[config.mk]
export PLATFORM = sky130hd
export DESIGN_NAME = jk_pair_sequencer_flat
export DESIGN_NICKNAME = d
export VERILOG_FILES = /design/src/rtl/jk_pair_sequencer_pkg.sv /design/src/rtl/jk_pair_sequencer_if.sv /design/src/rtl/jk_pair_sequencer_arb.sv /design/src/rtl/jk_pair_sequencer.sv /design/src/flat_wrapper.sv
export SDC_FILE = /design/constraint.sdc
export NUM_CORES = 1
export LEC_CHECK = 0
export ABC_CLOCK_PERIOD_IN_PS = 2200
export BUFFER_PORTS_ARGS = -buffer_cell sky130_fd_sc_hd__buf_2
export CORE_MARGIN = 2
export CORE_UTILIZATION = 54
export CTS_BUF_LIST = sky130_fd_sc_hd__clkbuf_4 sky130_fd_sc_hd__clkbuf_8 sky130_fd_sc_hd__clkbuf_16
export CTS_CLUSTER_DIAMETER = 120
export DETAILED_ROUTE_END_ITERATION = 8
export HOLD_SLACK_MARGIN = 0.06
export PLACE_DENSITY = 0.78
export SYNTH_ARGS = -nofsm -noshare
export SYNTH_HDL_FRONTEND = slang
export SYNTH_SLANG_ARGS = --single-unit
[constraint.sdc]
create_clock -name Clk -period 2.2 [get_ports Clk]
set_clock_uncertainty 0.15 [all_clocks]
set_input_delay 0.33 -clock Clk [delete_from_list [all_inputs] [get_ports Clk]]
set_output_delay 0.33 -clock Clk [all_outputs]
set_load 0.01 [all_outputs]
[src/rtl/jk_pair_sequencer_pkg.sv]
// jk_seq_pkg: op encodings, FSM state type, command record and the
// shadow-state helper shared by jk_pair_sequencer and its testbench.
package jk_seq_pkg;

    // JK command encoding: J = op[1], K = op[0]
    localparam logic [1:0] OP_HOLD   = 2'b00;
    localparam logic [1:0] OP_RESET  = 2'b01;
    localparam logic [1:0] OP_SET    = 2'b10;
    localparam logic [1:0] OP_TOGGLE = 2'b11;

    // Widest repeat count the command record can carry (CNT_W must not exceed it)
    localparam int CMD_CNT_W = 16;

    // Gap counter width, enough for GAP_CYC up to 15
    localparam int GAP_W = 4;

    typedef enum logic [2:0] {
        ST_IDLE,
        ST_SETUP,
        ST_PULSE,
        ST_HOLD,
        ST_GAP,
        ST_FIN
    } seq_state_t;

    // Latched command; cnt holds the pulses still to issue after the current one
    typedef struct packed {
        logic                 sel;
        logic [1:0]           op;
        logic [CMD_CNT_W-1:0] cnt;
    } cmd_t;

    // Flop state after one falling clock edge with J/K taken from op
    function automatic logic shadow_next(input logic q, input logic [1:0] op);
        case (op)
            OP_RESET:  return 1'b0;
            OP_SET:    return 1'b1;
            OP_TOGGLE: return ~q;
            default:   return q;
        endcase
    endfunction

endpackage

[src/rtl/jk_pair_sequencer_if.sv]
// jk_pair_sequencer_if: one requester command channel (valid/ready plus
// target flop, op and repeat count). master = requester, slave = sequencer.
interface jk_pair_sequencer_if #(
    parameter int CNT_W = 4
);
    logic             Valid;
    logic             Ready;
    logic             Sel;
    logic [1:0]       Op;
    logic [CNT_W-1:0] Cnt;

    modport master (
        output Valid,
        output Sel,
        output Op,
        output Cnt,
        input  Ready
    );

    modport slave (
        input  Valid,
        input  Sel,
        input  Op,
        input  Cnt,
        output Ready
    );
endinterface

[src/rtl/jk_pair_sequencer_arb.sv]
// jk_rr_arbiter: two-way round-robin grant with single-cycle ready strobes.
// grant records the most recent owner (0=A, 1=B); reset favours A.
module jk_rr_arbiter (
    input  logic clk,
    input  logic rst,
    input  logic en,
    input  logic valid_a,
    input  logic valid_b,
    output logic ready_a,
    output logic ready_b,
    output logic grant
);

    // Pick the lone requester, or the one that did not win last time
    always_comb begin
        ready_a = 1'b0;
        ready_b = 1'b0;
        if (en) begin
            ready_a = valid_a && (!valid_b || grant);
            ready_b = valid_b && (!valid_a || !grant);
        end
    end

    // Remember the owner of the accepted command
    always_ff @(posedge clk) begin
        if (rst) begin
            grant <= 1'b1;
        end else if (ready_a) begin
            grant <= 1'b0;
        end else if (ready_b) begin
            grant <= 1'b1;
        end
    end

endmodule

[src/rtl/jk_pair_sequencer.sv]
// jk_pair_sequencer: shares an HC112-style dual JK flop between two
// requesters. Arbitrates, drives J/K, generates flop clock pulses, holds
// preset/clear and keeps a shadow copy of both flop states.
// Optional macro JKSEQ_CHECK_EN: compare returned Q against the shadow
// state after every clock pulse and raise a sticky Err on mismatch.
module jk_pair_sequencer
    import jk_seq_pkg::*;
#(
    parameter int CNT_W   = 4,
    parameter int GAP_CYC = 1
) (
    input  logic                      Clk,
    input  logic                      Rst,
    jk_pair_sequencer_if.slave        ReqA,
    jk_pair_sequencer_if.slave        ReqB,
    output logic                      J1,
    output logic                      K1,
    output logic                      J2,
    output logic                      K2,
    output logic                      Clk1,
    output logic                      Clk2,
    output logic                      S1,
    output logic                      S2,
    output logic                      R1,
    output logic                      R2,
    input  logic                      Q1,
    input  logic                      Q2,
    output logic [1:0]                ExpQ,
    output logic                      Busy,
    output logic                      Done,
    output logic                      Grant,
    output logic                      Err
);

    seq_state_t       state, state_nxt;
    cmd_t             cmd_q, cmd_nxt;
    logic [GAP_W-1:0] gap_q, gap_nxt;
    logic [1:0]       exp_nxt;
    logic             clr_d;
    logic             arb_en;
    logic             ready_a, ready_b;
    logic             run_nxt;
    logic             j1_nxt, k1_nxt, j2_nxt, k2_nxt, clk1_nxt, clk2_nxt;

    // Clear is held for the reset cycle and one more so the flops match ExpQ=00
    always_ff @(posedge Clk) begin
        clr_d <= Rst;
    end

    assign R1 = ~(Rst | clr_d);
    assign R2 = ~(Rst | clr_d);
    assign S1 = 1'b1;
    assign S2 = 1'b1;

    assign arb_en = (state == ST_IDLE) && !Rst && !clr_d;

    jk_rr_arbiter u_arb (
        .clk     (Clk),
        .rst     (Rst),
        .en      (arb_en),
        .valid_a (ReqA.Valid),
        .valid_b (ReqB.Valid),
        .ready_a (ready_a),
        .ready_b (ready_b),
        .grant   (Grant)
    );

    assign ReqA.Ready = ready_a;
    assign ReqB.Ready = ready_b;

    assign Busy = (state == ST_SETUP) || (state == ST_PULSE) ||
                  (state == ST_HOLD)  || (state == ST_GAP);
    assign Done = (state == ST_FIN);

    // Next-state, command bookkeeping, shadow update and next pin values.
    // Pins are computed from the next state and registered so the flop
    // clocks leave the block glitch-free.
    always_comb begin
        state_nxt = state;
        cmd_nxt   = cmd_q;
        gap_nxt   = gap_q;
        exp_nxt   = ExpQ;
        case (state)
            ST_IDLE: begin
                if (ready_a) begin
                    cmd_nxt.sel = ReqA.Sel;
                    cmd_nxt.op  = ReqA.Op;
                    cmd_nxt.cnt = CMD_CNT_W'(ReqA.Cnt[CNT_W-1:0]);
                    state_nxt   = ST_SETUP;
                end else if (ready_b) begin
                    cmd_nxt.sel = ReqB.Sel;
                    cmd_nxt.op  = ReqB.Op;
                    cmd_nxt.cnt = CMD_CNT_W'(ReqB.Cnt[CNT_W-1:0]);
                    state_nxt   = ST_SETUP;
                end
            end
            ST_SETUP: state_nxt = ST_PULSE;
            ST_PULSE: state_nxt = ST_HOLD;
            ST_HOLD: begin
                exp_nxt[cmd_q.sel] = shadow_next(ExpQ[cmd_q.sel], cmd_q.op);
                if (cmd_q.cnt == '0) begin
                    state_nxt = ST_FIN;
                end else begin
                    cmd_nxt.cnt = cmd_q.cnt - CMD_CNT_W'(1);
                    gap_nxt     = GAP_W'(GAP_CYC - 1);
                    state_nxt   = ST_GAP;
                end
            end
            ST_GAP: begin
                if (gap_q == '0) begin
                    state_nxt = ST_PULSE;
                end else begin
                    gap_nxt = gap_q - GAP_W'(1);
                end
            end
            ST_FIN:  state_nxt = ST_IDLE;
            default: state_nxt = ST_IDLE;
        endcase

        run_nxt  = (state_nxt == ST_SETUP) || (state_nxt == ST_PULSE) ||
                   (state_nxt == ST_HOLD)  || (state_nxt == ST_GAP);
        j1_nxt   = run_nxt && !cmd_nxt.sel && cmd_nxt.op[1];
        k1_nxt   = run_nxt && !cmd_nxt.sel && cmd_nxt.op[0];
        j2_nxt   = run_nxt &&  cmd_nxt.sel && cmd_nxt.op[1];
        k2_nxt   = run_nxt &&  cmd_nxt.sel && cmd_nxt.op[0];
        clk1_nxt = (state_nxt == ST_PULSE) && !cmd_nxt.sel;
        clk2_nxt = (state_nxt == ST_PULSE) &&  cmd_nxt.sel;
    end

    // State, command, shadow and registered flop pins; reset aborts at once
    always_ff @(posedge Clk) begin
        if (Rst) begin
            state <= ST_IDLE;
            cmd_q <= '0;
            gap_q <= '0;
            ExpQ  <= '0;
            J1    <= 1'b0;
            K1    <= 1'b0;
            J2    <= 1'b0;
            K2    <= 1'b0;
            Clk1  <= 1'b0;
            Clk2  <= 1'b0;
        end else begin
            state <= state_nxt;
            cmd_q <= cmd_nxt;
            gap_q <= gap_nxt;
            ExpQ  <= exp_nxt;
            J1    <= j1_nxt;
            K1    <= k1_nxt;
            J2    <= j2_nxt;
            K2    <= k2_nxt;
            Clk1  <= clk1_nxt;
            Clk2  <= clk2_nxt;
        end
    end

`ifdef JKSEQ_CHECK_EN
    logic chk_pend;
    logic q_sel;

    assign q_sel = cmd_q.sel ? Q2 : Q1;

    // One cycle after each falling flop edge, compare the pin with the shadow
    always_ff @(posedge Clk) begin
        if (Rst) begin
            chk_pend <= 1'b0;
            Err      <= 1'b0;
        end else begin
            chk_pend <= (state == ST_HOLD);
            if (chk_pend && (q_sel != ExpQ[cmd_q.sel])) begin
                Err <= 1'b1;
            end
        end
    end
`else
    logic unused_q;

    assign unused_q = Q1 ^ Q2;
    assign Err      = 1'b0;
`endif

endmodule

[src/flat_wrapper.sv]
// flat-port wrapper written by rule: the top's interface ports become plain ports
module jk_pair_sequencer_flat import jk_seq_pkg::*;
#(
    parameter int CNT_W   = 4,
    parameter int GAP_CYC = 1
)
  (Clk, Rst, J1, K1, J2, K2, Clk1, Clk2, S1, S2, R1, R2, Q1, Q2, ExpQ, Busy, Done, Grant, Err, ReqA_Valid, ReqA_Sel, ReqA_Op, ReqA_Cnt, ReqA_Ready, ReqB_Valid, ReqB_Sel, ReqB_Op, ReqB_Cnt, ReqB_Ready);
  jk_pair_sequencer_if #(.CNT_W(CNT_W)) ReqA_i ();
  jk_pair_sequencer_if #(.CNT_W(CNT_W)) ReqB_i ();
  input  logic Clk;
  input  logic Rst;
  output logic J1;
  output logic K1;
  output logic J2;
  output logic K2;
  output logic Clk1;
  output logic Clk2;
  output logic S1;
  output logic S2;
  output logic R1;
  output logic R2;
  input  logic Q1;
  input  logic Q2;
  output logic [1:0] ExpQ;
  output logic Busy;
  output logic Done;
  output logic Grant;
  output logic Err;
  input wire logic [$bits(ReqA_i.Valid)-1:0] ReqA_Valid;
  input wire logic [$bits(ReqA_i.Sel)-1:0] ReqA_Sel;
  input wire logic [$bits(ReqA_i.Op)-1:0] ReqA_Op;
  input wire logic [$bits(ReqA_i.Cnt)-1:0] ReqA_Cnt;
  output wire logic [$bits(ReqA_i.Ready)-1:0] ReqA_Ready;
  input wire logic [$bits(ReqB_i.Valid)-1:0] ReqB_Valid;
  input wire logic [$bits(ReqB_i.Sel)-1:0] ReqB_Sel;
  input wire logic [$bits(ReqB_i.Op)-1:0] ReqB_Op;
  input wire logic [$bits(ReqB_i.Cnt)-1:0] ReqB_Cnt;
  output wire logic [$bits(ReqB_i.Ready)-1:0] ReqB_Ready;
  assign ReqA_i.Valid = ReqA_Valid;
  assign ReqA_i.Sel = ReqA_Sel;
  assign ReqA_i.Op = ReqA_Op;
  assign ReqA_i.Cnt = ReqA_Cnt;
  assign ReqA_Ready = ReqA_i.Ready;
  assign ReqB_i.Valid = ReqB_Valid;
  assign ReqB_i.Sel = ReqB_Sel;
  assign ReqB_i.Op = ReqB_Op;
  assign ReqB_i.Cnt = ReqB_Cnt;
  assign ReqB_Ready = ReqB_i.Ready;
  jk_pair_sequencer #(.CNT_W(CNT_W), .GAP_CYC(GAP_CYC)) u_core (.Clk(Clk), .Rst(Rst), .ReqA(ReqA_i), .ReqB(ReqB_i), .J1(J1), .K1(K1), .J2(J2), .K2(K2), .Clk1(Clk1), .Clk2(Clk2), .S1(S1), .S2(S2), .R1(R1), .R2(R2), .Q1(Q1), .Q2(Q2), .ExpQ(ExpQ), .Busy(Busy), .Done(Done), .Grant(Grant), .Err(Err));
endmodule
## Word-level counts from Yosys, hierarchy flattened

Index checks and enable logic that the tools add are counted.
Widths: inputs -> output; s select.

| word-level totals | value |
|---|---|
| register bits after elaboration | 36 |
| input port bits | 20 |
| output and inout bits | 18 |
| word-level logic and storage cells | 95 |

| cells by class | value |
|---|---|
| reduce and logical (&&, ||, !) cells | 35 |
| order comparisons | 2 |
| $add $sub $neg | 2 |
| bitwise gates (word level) | 3 |
| equal/unequal tests | 15 |
| mux-type cells | 24 |

Operator list:

| operator | number |
|---|---|
| $mux 19 | 2 |
| $pmux 16 s2 | 1 |
| $logic_not 16->1 | 1 |
| $mux 16 | 1 |
| $sub 16x1->16 const B | 1 |
| $pmux 3 s5 | 1 |
| $logic_and 1x1->1 | 13 |
| $eq 3x2->1 const B | 4 |
| $mux 3 | 4 |
| $eq 3x3->1 const B | 3 |
| $mux 1 | 9 |
| $logic_or 1x1->1 | 8 |
| $mux 4 | 2 |
| $pmux 4 s2 | 1 |
| $eq 3x1->1 const B | 2 |
| $logic_not 1->1 | 6 |
| $reduce_and 3->1 | 2 |
| $reduce_bool 2->1 | 3 |
| $eq 2x2->1 const B | 2 |
| $logic_not 4->1 | 1 |
| $ne 2x2->1 const B | 2 |
| $sub 4x1->4 const B | 1 |
| $logic_not 3->1 | 1 |
| $ne 3x3->1 const B | 1 |
| 8 further kinds | 9 |

## Logic depth before layout (Yosys ltp)

| logic depth | value |
|---|---|
| word-level depth | 13 |
| gate-level depth with buffers | 9 |
| gate-level depth less buffers | 6 |

## By module

From an unflattened synthesis, not the netlist that was laid out.

| unflattened totals | value |
|---|---|
| cells, all modules | 229 |
| area, all modules | 1986.9 sq um |

By module, submodules not included:

| module | times used | area each (sq um) | sequential area each (sq um) | cells an instance |
|---|---|---|---|---|
| jk_pair_sequencer | 1 | 1928.1 | 700.7 | 221 |
| jk_rr_arbiter | 1 | 58.8 | 20.0 | 8 |

## Worst setup path before layout

No wires, ideal clock.

| timing path | value |
|---|---|
| path kind | reg-to-reg |
| from | register u_core.gap_q[0] |
| to | register u_core.Clk1 |
| path slack | 0.169 ns |
| setup time | 0.096 ns |
| stages on the path, launching flop included | 7 |
| path buffers | 0 |
| clock period less this slack | 2.031 ns |
| data required time | 1.954 ns |
| arrival | 1.785 ns |
| path through | dfxtp_1 -> inv_1 -> ha_1 -> or3b_2 -> or2_2 -> mux2_2 -> nor4b_1 |

| on the way | value |
|---|---|
| word-level cells in the longest chain between the ends | 5 |

Ends and longest elaborated chain:

| item | line | text |
|---|---|---|
| start: declaration | jk_pair_sequencer.sv:37 | `logic [GAP_W-1:0] gap_q, gap_nxt;` |
| start signal: assignment | jk_pair_sequencer.sv:146 | `gap_q <= gap_nxt;` |
| $logic_not 4->1 | jk_pair_sequencer.sv:110 | `if (gap_q == '0) begin` |
| $mux 3 | jk_pair_sequencer.sv:110 |  |
| $pmux 3 s5 | jk_pair_sequencer.sv:83 | `case (state)` |
| $eq 3x2->1 | jk_pair_sequencer.sv:126 | `clk1_nxt = (state_nxt == ST_PULSE) && !cmd_nxt.sel;` |
| $logic_and 1x1->1 | jk_pair_sequencer.sv:126 |  |
| end signal: assignment | jk_pair_sequencer.sv:152 | `Clk1 <= clk1_nxt;` |
| end: declaration | jk_pair_sequencer.sv:20 | `output logic Clk1,` |

Every way passes these cells.
A chain may end at the register's enable or synchronous reset.

## Final worst setup path

Same ends and word-level chain as after synthesis.

==> metrics.txt <==
max cap viols 0; Startpoint Class flop; Final Max Slew Viols 0; sequential fraction of design power 0.504; final setup violation count 0; Top delay family on crit path simple AND/OR/NAND/NOR gates; CORE AREA 3360 um^2; Slew headroom 0.625; DIE HEIGHT 63.5 um; synth-to-layout area growth 18.7%; run status finished, final reports clean; top_reg_cell synth dfxtp_1; Post-Place Cells 301; H-tree levels 2; worst r2r src u_core.gap_q[0]$_SDFFE_PP0P_; PortBufs 32; Crit path buffers/inverters 1; slowest stage delay, CP 0.46 ns; placed inst area 2170 um^2; IR drop worst, VDD 0.000367 V; DRC 0; leakage power 0.000947 uW; grt peak-use layer met2; clock sinks 36; Post-synth ARST share 0; Initial DRC Count 138; Comb power frac 0.223; M3 GR Usage 0.0536; total power draw 1380 uW; Wirelength per Cell 13.9 um; total global-route track usage 0.236; internal power 954 uW; Chip Width 63.5 um; Final min period 2.11 ns; final core occ 0.675; CTS tree built; Post-DRT Antenna Nets 0; Pwr Density 609 nW/um^2; period utilisation layout 0.959; CTS buffer count 5; # rows 21; Final HPWL DP 3200 um; Finished Cell Area 2270 um^2; Net Switching 428 uW; fraction of layout instances using a drive strength above 1 0.271; drt first pass iters 5; Nets 289; Die Area 4030 um^2; met2 GRT Util 0.378; Hold Crit Class in2reg; final global-route overflow total 0; first-pass GRT wire length 7620 um; worst path cell trace inv_1, ha_1, or3b_2, or2_2, mux2_2, nor4b_2; Detailed Route WL 4350 um; Post-synth EDFFs 0; unrepaired setup endpoints after global routing true; WP data required 2.31 ns; Mapped Cells 221; CP max-delay cell or3b_2; FF+latch area 721 um^2; largest net degree at the start of global routing 14; clk_lat worst skew 0.34 ns; Layout Cells excl Fill 312; GPL Wtd Cong 0.792; CP Class reg2reg; syn avg cell area 8.65 um^2; arrival time at the worst endpoint 2.22 ns; Initial Utilization 0.568; Synth cell types 57; Via density 5.86; area of the multi-input gates 1070 um^2; I/O pin count 38; Filler Cells Inserted 311; GR Util met1 0.314; min-delay src Rst; final-report hold violation count 0; Net Sw Frac 0.310; Synth Register Bits 36; crit path max fanout 3; post-synthesis sequential area ratio 0.377; routed vias 1828; number of global-route vias before repair 1698; clock slew at the register clock pins of the worst setup and hold paths 0.10 ns; Clock Tree Buf Depth 2; crit path capture type flop; antenna violations before repair 0; Least-Margin Pin Slew 0.562 ns; Ys Warns 0; Setup crit start u_core.gap_q[0]$_SDFFE_PP0P_; number of diodes 0; Highest Clock Rate 0.474 GHz; clock root cell clkbuf_4; Synth Cell Area 1910 um^2; Clock Power Share 0.273
## layout make-up
| cell class | count | area share |
|---|---|---|
| tap | 46 | 0.0254 |
| clock inverter | 2 | 0.00441 |
| inverter | 14 | 0.0232 |
| clock buffer | 6 | 0.0226 |
| sequential | 36 | 0.318 |
| multi-input combinational | 156 | 0.470 |
| timing repair buffer | 52 | 0.137 |
## metrics by stage
stage               TNS, ns  setup slack (ns)  hold slack [ns]
floorplan                 0             0.169            0.208
global placement          0             0.115            0.309
detailed placement        0            0.0783            0.320
CTS                       0            0.0559            0.133
global route        -0.0995           -0.0528            0.131
finish                    0            0.0899            0.137
## worst paths after layout
check | to | slack (ns) | cells after the start
worst min register to register | u_core.cmd_q[13]$_SDFFE_PP0P_ | 0.34 | 2
worst min-delay path | u_core.state[0]$_SDFF_PP0_ | 0.14 | 2
worst max register to register | u_core.Clk1$_SDFF_PP0_ | 0.09 | 6
worst max-delay path | u_core.Clk1$_SDFF_PP0_ | 0.09 | 6
## what timing repair did
| item | 4_1_cts | 5_1_grt |
|---|---|---|
| resized for setup | 0 | 4 |
| hold buffers | 0 | 0 |
| setup endpoints to repair | 0 | 10 |
| buffers inserted | 0 | 3 |
## cell usage after synthesis, types with 3 or more instances
cell type | n | share of area
dfxtp_1 | 36 | 0.38
a21oi_1 | 17 | 0.045
inv_1 | 14 | 0.027
nor2_1 | 13 | 0.026
nand2_1 | 11 | 0.022
nor3_1 | 8 | 0.021
or4_1 | 8 | 0.031
buf_4 | 7 | 0.027
clkbuf_1 | 7 | 0.014
o211ai_1 | 7 | 0.027
o31ai_1 | 7 | 0.027
nand4_1 | 6 | 0.020
a32oi_1 | 5 | 0.023
nor4_1 | 5 | 0.016
ha_1 | 4 | 0.026
o21ai_0 | 4 | 0.010
mux2i_1 | 3 | 0.016
nand2b_1 | 3 | 0.0098
nand3_1 | 3 | 0.0079
nor3b_1 | 3 | 0.012
o22ai_1 | 3 | 0.0098
## logic make-up after synthesis
kind of cell / Yosys count / synth area share
simple gates: 78 / 0.249
compound gates: 64 / 0.234
flops: 36 / 0.377
buf+inv: 30 / 0.0739
fa+ha+maj: 4 / 0.0262
mux: 4 / 0.0216
xor+xnor: 3 / 0.0137
other cells: 2 / 0.00393
## flip-flops by register name, indices dropped and copies added (netlist names)
register            cells
u_core.cmd_q           19
u_core.gap_q            4
u_core.state            3
u_core.ExpQ             2
u_core.Clk1             1
u_core.Clk2             1
u_core.J1               1
u_core.J2               1
u_core.K1               1
u_core.K2               1
u_core.clr_d            1
u_core.u_arb.grant      1
## routing by layer
metal / wire length (um) / vias up
li1: - / 923
met1: 2100 / 848
met2: 2000 / 50
met3: 177 / 7
met4: 66 / 0
met5: 0 / -
## layout by cell type, fill, tap and decap left out, types with 6 or more instances in the layout
cell      Yosys  layout
o31ai_1       7       7
buf_2         1      32
a21oi_1      17      17
nand4_1       6       6
nand2_1      11      11
dfxtp_1      36      36
inv_1        14      14
o211ai_1      7       7
nor2_1       13      13
buf_4         7      20
or4_1         8       8
nor3_1        8       8
## power by group through the flow
stage               clock, uW  sequential [uW]  combinational, uW
finish                    377              696                309
global route              415              700                343
CTS                       387              696                294
detailed placement          0              710                293
global placement            0              710                289
floorplan                   0              703                208
(Power assumes the default switching activity.)
